$ cat config.mk
export PLATFORM = sky130hd
export DESIGN_NAME = jcs_slot_arb
export DESIGN_NICKNAME = d
export VERILOG_FILES = /design/src/rtl/jcs_slot_arb.sv
export SDC_FILE = /design/constraint.sdc
export NUM_CORES = 1
export LEC_CHECK = 0
export BUFFER_PORTS_ARGS = -buffer_cell sky130_fd_sc_hd__buf_2
export CAP_MARGIN = 20
export CELL_PAD_IN_SITES_DETAIL_PLACEMENT = 0
export CELL_PAD_IN_SITES_GLOBAL_PLACEMENT = 1
export CORE_MARGIN = 2
export CORE_UTILIZATION = 41
export CTS_CLUSTER_DIAMETER = 40
export DETAILED_ROUTE_END_ITERATION = 8
export GPL_ROUTABILITY_DRIVEN = 1
export GPL_TIMING_DRIVEN = 0
export PLACE_DENSITY_LB_ADDON = 0.1
export RECOVER_POWER = 50
export SYNTH_ARGS = -nofsm -noshare
export SYNTH_HDL_FRONTEND = slang
export SYNTH_SLANG_ARGS = --single-unit
$ cat constraint.sdc
create_clock -name i_clk -period 4.3 [get_ports i_clk]
set_clock_uncertainty 0.15 [all_clocks]
set_input_delay 0.86 -clock i_clk [delete_from_list [all_inputs] [get_ports i_clk]]
set_output_delay 0.86 -clock i_clk [all_outputs]
set_load 0.02 [all_outputs]
$ cat src/rtl/jcs_slot_arb.sv
// rtl/jcs_slot_arb.sv - time-division slot arbiter driven by an N-bit Johnson ring
// Requester k owns slot k; the ring parks on a slot only while its owner holds the grant.
module jcs_slot_arb #(
  parameter  int N        = 4,
  parameter  int MAX_HOLD = 8,
  localparam int M        = 2 * N,
  localparam int SW       = $clog2(M)
) (
  input  logic          i_clk,
  input  logic          i_clr,
  input  logic          i_en,
  input  logic [M-1:0]  i_req,
  input  logic          i_release,
  output logic [M-1:0]  o_gnt,
  output logic          o_gnt_vld,
  output logic [SW-1:0] o_gnt_id,
  output logic          o_tmo,
  output logic [N-1:0]  o_ring
);

  localparam int             CW       = $clog2(MAX_HOLD + 1);
  localparam logic [CW-1:0]  HOLD_MAX = CW'(MAX_HOLD);
  localparam logic [SW-1:0]  M_MOD    = SW'(M);

  typedef enum logic {SCAN, GRANT} state_t;

  state_t        r_state;
  logic [N-1:0]  r_ring;
  logic [CW-1:0] r_cnt;
  logic [M-1:0]  r_gnt;
  logic          r_gnt_vld;
  logic [SW-1:0] r_gnt_id;
  logic          r_tmo;

  logic [SW-1:0] w_pop;
  logic [SW-1:0] w_slot;
  logic [N-1:0]  w_ring_nxt;
  logic          w_cut;
  logic          w_tout;

  // Modular subtraction keeps 2N - popcount correct even when 2N wraps to zero in SW bits.
  always_comb begin
    w_pop = '0;
    for (int i = 0; i < N; i++) begin
      w_pop = w_pop + SW'(r_ring[i]);
    end
    w_slot = r_ring[N-1] ? (M_MOD - w_pop) : w_pop;
  end

  assign w_ring_nxt = {r_ring[N-2:0], ~r_ring[N-1]};
  assign w_cut      = i_release | ~i_req[r_gnt_id];
  assign w_tout     = (r_cnt == HOLD_MAX);

  always_ff @(posedge i_clk or negedge i_clr) begin
    if (!i_clr) begin
      r_state   <= SCAN;
      r_ring    <= '0;
      r_cnt     <= '0;
      r_gnt     <= '0;
      r_gnt_vld <= 1'b0;
      r_gnt_id  <= '0;
      r_tmo     <= 1'b0;
    end else begin
      r_tmo <= 1'b0;
      case (r_state)
        SCAN: begin
          if (i_en) begin
            if (i_req[w_slot]) begin
              r_state   <= GRANT;
              r_gnt     <= M'(1) << w_slot;
              r_gnt_vld <= 1'b1;
              r_gnt_id  <= w_slot;
              r_cnt     <= CW'(1);
            end else begin
              r_ring <= w_ring_nxt;
            end
          end
        end
        GRANT: begin
          // Release or request drop outranks a coincident timeout, so tmo flags pure timeouts.
          if (w_cut || w_tout) begin
            r_state   <= SCAN;
            r_ring    <= w_ring_nxt;
            r_gnt     <= '0;
            r_gnt_vld <= 1'b0;
            r_gnt_id  <= '0;
            r_cnt     <= '0;
            r_tmo     <= ~w_cut;
          end else begin
            r_cnt <= r_cnt + CW'(1);
          end
        end
        default: r_state <= SCAN;
      endcase
    end
  end

  assign o_gnt     = r_gnt;
  assign o_gnt_vld = r_gnt_vld;
  assign o_gnt_id  = r_gnt_id;
  assign o_tmo     = r_tmo;
  assign o_ring    = r_ring;

endmodule

==> results of run 1 <==
[cell usage in the layout, fill, tap and decap left out, types with 2 or more instances in the layout]
cell type  count
inv_1          6
dfrtp_1       22
nand2_1       21
buf_2         19
nor2_1        10
mux2_4         4
a211o_1        2
mux2i_1       12
mux4_2         2
ha_1           4
nand3_1        2
buf_4          3
o21ai_0        5
a22oi_1        2
clkbuf_4       3
mux2_2         2
clkbuf_1      11
xnor2_1        2
nand2b_1       4
[through the flow]
stage	area [um2]	setup WS, ns	hold WS (ns)	util, %
2_1_floorplan	1360	0.786	0.335	-
3_3_place_gp	1560	0.579	0.323	50.1
3_5_place_dp	1560	0.535	0.326	50.1
4_1_cts	1580	0.509	0.352	50.8
5_1_grt	1570	0.303	0.377	50.5
6_report	1570	0.536	0.349	50.5
[state kept, by name (all words and copies together), names as in the netlist]
register	flops
o_gnt_id	3
o_ring	4
r_state	1
r_cnt	4
o_tmo	1
o_gnt	8
o_gnt_vld	1
[metal layers]
layer / global-route usage (%) / up-vias / wire length (um)
li1: - / 512 / -
met1: 22.2 / 482 / 1330
met2: 24.5 / 24 / 1160
met3: 2.94 / 2 / 127
met4: 5.47 / 0 / 19
met5: 0 / - / 0
[worst paths after layout]
kind,startpoint,end,slack [ns]
max in group asynchronous,i_clr,r_cnt[2],2.70
min,o_gnt_vld,o_gnt_vld,0.35
min in group asynchronous,i_clr,o_gnt[3],0.62
max reg2reg,o_ring[0],o_gnt_vld,0.54
min reg2reg,o_gnt_vld,o_gnt_vld,0.35
max,o_ring[0],o_gnt_vld,0.54
[cell families after synthesis]
kind of cell | synth area share (%)
multiplexers | 20.1
buffers and inverters | 4.69
flip-flops | 40.5
AO/OA/AOI/OAI | 10.3
AND/OR/NAND/NOR | 16.7
adder cells (fa/ha/maj) | 5.15
XOR/XNOR | 2.48
[cell type report]
class                   count  area [um2]
clock buffers               3        22.5
inverters                   6        22.5
repair buffers             28         129
multi-input cells          95         746
plain buffers               6        41.3
well taps                  44        55.1
flip-flops and latches     22         551
fillers                   342        1540
[worst register-to-register path, delay by kind of cell, from the launching register on]
family                   cells  cell delay [ns]
AO/OA/AOI/OAI                4             1.37
adder cells (fa/ha/maj)      2             0.82
flip-flops                   1             0.44
multiplexers                 1             0.43
AND/OR/NAND/NOR              2             0.32
buffers and inverters        1             0.13
==> results.json, run 1 <==
{
  "antenna_found_initial": 0,
  "min_path_cells": 1,
  "vias": 1020,
  "clk_path_buf_depth": 2,
  "cts.sinks": 22,
  "drv_slew": 0,
  "clk_latency_ns": 0.29,
  "avgSynthCellArea_um2": 10.5,
  "dp.cells": 201,
  "numCtsBuffers": 3,
  "numPortBuffers": 28,
  "antenna_cells": 0,
  "critical-path-top-delay-family": "compound AO/OA/AOI/OAI gates",
  "cts_resized": 0,
  "drtIter0Drc": 38,
  "cts_setup_buffers": 0,
  "fp.dieH_um": 61.6,
  "initial_utilization_pct": 43.8,
  "core_um2": 3100,
  "ys_ff_latch": 22,
  "groute.usage.overall_pct": 15.8,
  "gp_congestion": 0.768,
  "dpl.hpwl_um": 2060,
  "hold_path.class": "register to register",
  "dieArea_um2": 3790,
  "drive_gt1_share_pct": 24.4,
  "max_freq_mhz": 266,
  "ys_types": 41,
  "synth_top_area_cell": "dfrtp_1",
  "grt_pass1_vias": 992,
  "grt_max_degree": 23,
  "syn_area_um2": 1360,
  "synth_ff_type": "dfrtp_1",
  "async_reset_ff_share_pct": 100,
  "worstSetupPathType": "register to register",
  "ys_seq_area_share_pct": 40.5,
  "via_per_inst": 5.00,
  "arrival_ns": 3.81,
  "routed_wirelength_um": 2640,
  "finalCriticalPeriod_ns": 3.76,
  "crit_path_max_fanout": 10,
  "synth_area_leaders": "dfrtp_1 40%, mux2i_1 8.8%, nand2_1 5.8%, mux2_4 4.4%, ha_1 3.7%",
  "cpPeakStageDelay_ns": 0.55,
  "wire_per_inst_um": 13.0,
  "synth_most_common_cell": "dfrtp_1",
  "final_antenna_net_count": 0,
  "critPathCaptureType": "register",
  "synth_top_area_share_pct": 40.5,
  "cp_num_cells": 10,
  "tightest_slew_ns": 1.16,
  "worstPathCellList": "fa_1, ha_1, buf_6, or2_1, a211oi_1, a211oi_2, mux4_1, a22oi_1, nor2_4, o21a_1",
  "clkTransAtPathRegs_ns": 0.11,
  "final.period_utilization_pct": 87.5,
  "hold_viol": 0,
  "cp.required_ns": 4.34,
  "synthesis.nets": 146,
  "grt_first_pass_wirelength_um": 4420,
  "dr.pass1.iters": 3,
  "die_w_um": 61.6,
  "fin_nets": 179,
  "critPathBufInv": 1,
  "ios": 29,
  "fin_cells": 204,
  "cts_max_level": 1,
  "synth-warning-count": 0,
  "slew-limit-headroom_pct": 22.6,
  "rsz0062_at_grt": "no",
  "crit_slowest_cell": "a22oi_1",
  "synthCells": 129,
  "run_status": "complete, no violations",
  "area_delta_synth_final_pct": 15.2,
  "postCtsHoldBufs": 0,
  "synth-edff-count": 0,
  "finalSetupViolCount": 0,
  "globalRouteOverflowTotal": 0,
  "reg2reg_depth": 10,
  "cts_tree": "built",
  "fp-row-count": 20,
  "start_kind": "register",
  "drc": 0,
  "synth_commonest_cells": "22 x dfrtp_1, 21 x nand2_1, 12 x mux2i_1",
  "finalSetupTns_ns": 0,
  "cts-root-buf": "clkbuf_4",
  "maxCapViolCount": 0
}
Power of run 1 is not shown: default switching activity piles up to over one toggle a cycle in this logic, so the estimate is an artifact.
==> run 2, diff against run 1 <==
--- a/config.mk
+++ b/config.mk
@@ -5,12 +5,13 @@
 export SDC_FILE = /design/constraint.sdc
 export NUM_CORES = 1
 export LEC_CHECK = 0
+export ABC_AREA = 1
 export BUFFER_PORTS_ARGS = -buffer_cell sky130_fd_sc_hd__buf_2
 export CAP_MARGIN = 20
 export CELL_PAD_IN_SITES_DETAIL_PLACEMENT = 0
 export CELL_PAD_IN_SITES_GLOBAL_PLACEMENT = 1
 export CORE_MARGIN = 2
-export CORE_UTILIZATION = 41
+export CORE_UTILIZATION = 40
 export CTS_CLUSTER_DIAMETER = 40
 export DETAILED_ROUTE_END_ITERATION = 8
 export GPL_ROUTABILITY_DRIVEN = 1
==> run 2 against run 1 <==
  * Routed wire length is 17% higher
  * Worst setup slack better by 1.1 ns
  * Final cell count is 33% higher
  * Sequential share of layout area is 4.1 points lower
  * Count of clock-buffer cells in the layout stayed put
  * Worst hold slack worse by 0.025 ns
  * Design area is 13% higher
  * Synthesized cell count is 50% higher
  * Register-to-register slack better by 1.1 ns
  * Global-route usage is 0.082 points lower
  * Critical endpoint is now o_gnt[0]
  * Largest cell class unchanged
==> results.json, run 2 <==
{
  "min_path_cells": 2,
  "hold_path.class": "register to register",
  "final.period_utilization_pct": 62.7,
  "synth_top_area_share_pct": 35.7,
  "grt_max_degree": 23,
  "tightest_slew_ns": 1.22,
  "avgSynthCellArea_um2": 7.99,
  "arrival_ns": 2.70,
  "final_util_pct": 48.0,
  "cp_num_cells": 14,
  "grt_first_pass_wirelength_um": 5290,
  "cpPeakStageDelay_ns": 0.53,
  "dieArea_um2": 4370,
  "hp-start": "o_gnt_vld",
  "final_antenna_net_count": 0,
  "syn_area_um2": 1540,
  "core_um2": 3690,
  "hold_viol": 0,
  "antenna_found_initial": 0,
  "final_cell_mix": "58 x nand2_1, 22 x dfrtp_1, 21 x buf_2",
  "critical-path-top-delay-family": "adder cells",
  "routed_wirelength_um": 3080,
  "rsz0062_at_grt": "no",
  "critPathBufInv": 3,
  "fill_cells": 383,
  "ys_types": 25,
  "antenna_cells": 0,
  "fp.dieH_um": 66.1,
  "initial_utilization_pct": 41.8,
  "grt_pass1_vias": 1175,
  "synth-warning-count": 0,
  "hold_end": "o_gnt_vld",
  "clk_path_buf_depth": 2,
  "via_per_inst": 4.83,
  "worstPathCellList": "fa_1, ha_1, buf_6, nand2_2, inv_2, nand3_4, nand2_4, nand2_1, nand2_2, nand2_4, nand3_4, buf_12, nand3_2, nand2_1",
  "clk_latency_ns": 0.26,
  "ys_ff_latch": 22,
  "start_kind": "register",
  "drv_slew": 0,
  "mostFrequentLayoutCell": "nand2_1",
  "numCtsBuffers": 3,
  "worstSetupPathType": "register to register",
  "cts_resized": 0,
  "clkTransAtPathRegs_ns": 0.08,
  "finalSetupViolCount": 0,
  "cts_setup_buffers": 0,
  "synth_commonest_cells": "57 x nand2_1, 22 x dfrtp_1, 18 x nand3_1",
  "maxCapViolCount": 0,
  "finalSetupTns_ns": 0,
  "ys_seq_area_share_pct": 35.7,
  "largest_reg_flops": 8,
  "synthesis.nets": 210,
  "synth_top_area_cell": "dfrtp_1",
  "globalRouteOverflowTotal": 0,
  "area_delta_synth_final_pct": 14.8,
  "wire_per_inst_um": 11.3,
  "async_reset_ff_share_pct": 100,
  "crit_path_max_fanout": 10,
  "numPortBuffers": 28,
  "reg2reg_depth": 14,
  "synth_most_common_cell": "nand2_1",
  "drive_gt1_share_pct": 28.6,
  "drc": 0,
  "max_freq_mhz": 371,
  "finalCriticalPeriod_ns": 2.70,
  "synth-edff-count": 0,
  "fp-row-count": 22,
  "r2r_end": "o_gnt[0]",
  "r2r-start": "o_ring[3]",
  "postCtsHoldBufs": 0,
  "fin_nets": 243,
  "dr.pass1.iters": 4,
  "cts_tree": "built",
  "cts_max_level": 1,
  "synth_area_leaders": "dfrtp_1 36%, nand2_1 14%, nand3_2 8.4%, nand3_1 5.8%, nand2_2 4.5%",
  "cts.sinks": 22,
  "slew-limit-headroom_pct": 18.8,
  "gp_congestion": 0.774,
  "crit_slowest_cell": "dfrtp_1",
  "die_w_um": 66.1,
  "run_status": "complete, no violations",
  "ios": 29,
  "cp.required_ns": 4.30,
  "dpl.hpwl_um": 2420,
  "synth_ff_type": "dfrtp_1",
  "groute.usage.overall_pct": 15.7,
  "r2r_setup_slack_ns": 1.60,
  "vias": 1315,
  "critPathCaptureType": "register",
  "cts-root-buf": "clkbuf_8",
  "synthCells": 193,
  "drtIter0Drc": 39
}
==> run 2: cell count changes after synthesis, sizes merged, moves of 3 or more <==
cell,delta
nand4,+3
inv,+14
mux4,-3
mux2i,-12
mux2,-6
nand3,+32
buf,+4
nand2,+51
nor3,+3
nand2b,-4
==> run 2: per-stage QoR <==
step	cell area (um2)	cells	setup slack (ns)	hold WS [ns]
3_5_place_dp	1740	269	1.61	0.306
5_1_grt	1770	272	1.41	0.389
6_report	1770	272	1.60	0.324
4_1_cts	1780	272	1.59	0.325
3_3_place_gp	1740	269	1.64	0.299
2_1_floorplan	1540	193	1.69	0.365
==> run 2: cell families (layout without fill, tap and decap cells) <==
group,count (synthesis),in the layout,share of synthesized area [%]
compound gates,8,8,2.76
buf+inv,28,59,10.3
simple gates,128,128,45.6
flops,22,22,35.7
xor+xnor,2,2,1.14
fa+ha+maj,5,5,4.54
==> run 2: worst max path at each step <==
stage | startpoint | endpoint
CTS | o_ring[3] | o_gnt[0]
global placement | o_ring[3] | o_gnt[4]
floorplan | o_ring[3] | o_gnt[0]
finish | o_ring[3] | o_gnt[0]
global route | o_ring[3] | r_cnt[2]
detailed placement | o_ring[3] | o_gnt[0]
==> run 2: area by class of cell <==
| type | count | area (um2) | share of cell area, % |
|---|---|---|---|
| tap | 48 | 60.1 | 3.39 |
| sequential | 22 | 551 | 31.1 |
| inverter | 20 | 77.6 | 4.38 |
| multi-input combinational | 143 | 831 | 46.9 |
| timing repair buffer | 28 | 130 | 7.34 |
| buffer | 8 | 81.3 | 4.59 |
| clock buffer | 3 | 41.3 | 2.33 |
==> run 2: worst register-to-register path, stage by stage, from the launching register on <==
cell,delay (ns)
dfrtp_1,0.53
fa_1,0.50
ha_1,0.32
buf_6,0.15
nand2_2,0.07
inv_2,0.05
nand3_4,0.09
nand2_4,0.07
nand2_1,0.07
nand2_2,0.07
nand2_4,0.09
nand3_4,0.12
buf_12,0.19
nand3_2,0.06
nand2_1,0.05
==> run 2: per-layer routing <==
layer / wire, um / up-vias / part of all wire [%] / GRT usage (%)
li1: - / 676 / - / -
met1: 1440 / 619 / 47 / 20.7
met2: 1540 / 20 / 50 / 26.9
met3: 97 / 0 / 3.1 / 3.58
met4: 0 / 0 / 0 / 2.30
met5: 0 / - / 0 / 0
Power of run 2 is left out for the same reason.
==> run 3, diff against run 2 <==
==> constraint.sdc (replaced) <==
create_clock -name i_clk -period 2.65 [get_ports i_clk]
set_clock_uncertainty 0.15 [all_clocks]
set_input_delay 0.53 -clock i_clk [delete_from_list [all_inputs] [get_ports i_clk]]
set_output_delay 0.53 -clock i_clk [all_outputs]
set_load 0.02 [all_outputs]
==> run 3 against run 2 <==
  * The flow now finishes with violations (setup timing)
  * Worst hold slack about the same
  * Global-route usage did not move
  * Critical endpoint is now o_gnt[4]
  * Final cell count increased by 2.6%
  * Routed wire length increased by 7.9%
  * Design area increased by 7.9%
  * Via count grew 3.2%
  * Register-to-register slack got worse by 1.6 ns
  * Non-clock buffer count grew 7
  * Critical path depth unchanged
  * Highest routed layer unchanged
  * Largest cell class unchanged
==> results.json, run 3 (synthesis gave the netlist of run 2 again) <==
{
  "reg2reg_depth": 14,
  "drc": 0,
  "initial_utilization_pct": 41.8,
  "cts_tree": "built",
  "fill_cells": 370,
  "dpl.hpwl_um": 2420,
  "min_path_cells": 2,
  "mostFrequentLayoutCell": "nand2_1",
  "clk_latency_ns": 0.26,
  "clk_path_buf_depth": 2,
  "globalRouteOverflowTotal": 0,
  "via_per_inst": 4.86,
  "area_delta_synth_final_pct": 23.9,
  "finalCriticalPeriod_ns": 2.68,
  "slew-limit-headroom_pct": 18.8,
  "die_w_um": 66.1,
  "hp-start": "o_gnt_vld",
  "final_cell_mix": "56 x nand2_1, 29 x buf_2, 21 x dfrtp_1",
  "final.period_utilization_pct": 101,
  "wire_per_inst_um": 11.9,
  "largest_reg_flops": 8,
  "gp_congestion": 0.774,
  "start_kind": "register",
  "numCtsBuffers": 3,
  "violations": "setup timing",
  "cts_max_level": 1,
  "fp.dieH_um": 66.1,
  "max_freq_mhz": 372,
  "grt_pass1_vias": 1175,
  "arrival_ns": 2.69,
  "multi_input_area_um2": 891,
  "run_status": "finished, violations left",
  "hold_end": "o_gnt_vld",
  "dr.pass1.iters": 4,
  "numPortBuffers": 28,
  "drive_gt1_share_pct": 37.7,
  "hold_viol": 0,
  "grt_max_degree": 23,
  "core_um2": 3690,
  "worstSetupPathType": "register to register",
  "fp-row-count": 22,
  "r2r_setup_slack_ns": -0.03,
  "drtIter0Drc": 57,
  "hold_path.class": "register to register",
  "routed_wirelength_um": 3330,
  "dieArea_um2": 4370,
  "fin_nets": 250,
  "cp.required_ns": 2.65,
  "maxCapViolCount": 0,
  "critPathCaptureType": "register",
  "ios": 29,
  "crit_path_max_fanout": 7,
  "grt_first_pass_wirelength_um": 5290,
  "cts-root-buf": "clkbuf_8",
  "finalSetupViolCount": 6,
  "register_area_um2": 552,
  "groute.usage.overall_pct": 15.7,
  "final_util_pct": 51.8,
  "tightest_slew_ns": 1.22,
  "vias": 1357,
  "setup_slack_ns": -0.0350,
  "r2r-start": "o_ring[3]",
  "final_antenna_net_count": 0,
  "drv_slew": 0,
  "cts.sinks": 22,
  "antenna_cells": 0,
  "clkTransAtPathRegs_ns": 0.08,
  "r2r_end": "o_gnt[4]",
  "antenna_found_initial": 0,
  "rsz0062_at_grt": "yes"
}
==> run 3: cell types whose count changed in the layout (fill, tap and decap cells not counted), moves of 2 or more <==
cell / change
buf_2: +8
buf_4: +5
ha_4: +2
nand2_1: -2
nand3_1: -2
ha_1: -2
clkbuf_1: -7
nand2_4: +2
==> run 3: cell type report <==
type | count | area share [%]
Multi-Input combinational cell | 143 | 46.6
Inverter | 20 | 4.19
Clock buffer | 3 | 2.16
Sequential cell | 22 | 28.9
Tap cell | 48 | 3.14
Buffer | 8 | 4.25
Timing Repair Buffer | 35 | 10.8
==> run 3: what timing repair did <==
action                     CTS  global route
hold buffers                 0             0
setup endpoints to repair   19            21
pin swaps                    0             3
gates cloned                 0             2
resized for setup            1            13
buffers inserted             0             5
==> run 3: worst max-delay path: stages (launching register included) <==
cell and delay, ns:
dfrtp_2 0.46, fa_2 0.64, ha_4 0.23, buf_6 0.13, nand2_4 0.08, inv_4 0.04
nand3_4 0.09, nand2_4 0.07, nand2_2 0.06, nand2_2 0.07, nand2_4 0.10, nand3_4 0.14
clkbuf_16 0.21, nand3_2 0.06, nand2_1 0.05
==> run 3: stage by stage <==
stage	cell area, um2	setup TNS (ns)	cells	setup slack (ns)	hold slack (ns)
2_1_floorplan	1540	0	193	0.0401	0.0844
3_3_place_gp	1740	-0.0929	269	-0.0138	0.299
3_5_place_dp	1740	-0.327	269	-0.0389	0.306
4_1_cts	1790	0	272	0.0184	0.0979
5_1_grt	1910	-1.44	279	-0.127	0.384
6_report	1910	-0.107	279	-0.0350	0.324
==> run 3: worst max path at each step <==
stage                   start       end  slack (ns)  cells after the start
finish              o_ring[3]  o_gnt[4]       -0.03                     14
detailed placement  o_ring[3]  o_gnt[0]       -0.04                     12
global route        o_ring[3]  o_gnt[4]       -0.13                     14
global placement    o_ring[3]  o_gnt[4]       -0.01                     14
floorplan           o_ring[3]  o_gnt[0]        0.04                     12
CTS                 o_ring[3]  o_gnt[0]        0.02                     12
==> run 3: layer usage <==
metal / vias up / share of wire [%] / global-route usage, % / routed length [um]
met1: 643 / 47 / 20.7 / 1550
met2: 20 / 50 / 26.9 / 1670
li1: 694 / - / - / -
met4: 0 / 0 / 2.30 / 0
met3: 0 / 3.1 / 3.58 / 104
met5: - / 0 / 0 / 0
Power of run 3 is left out for the same reason.
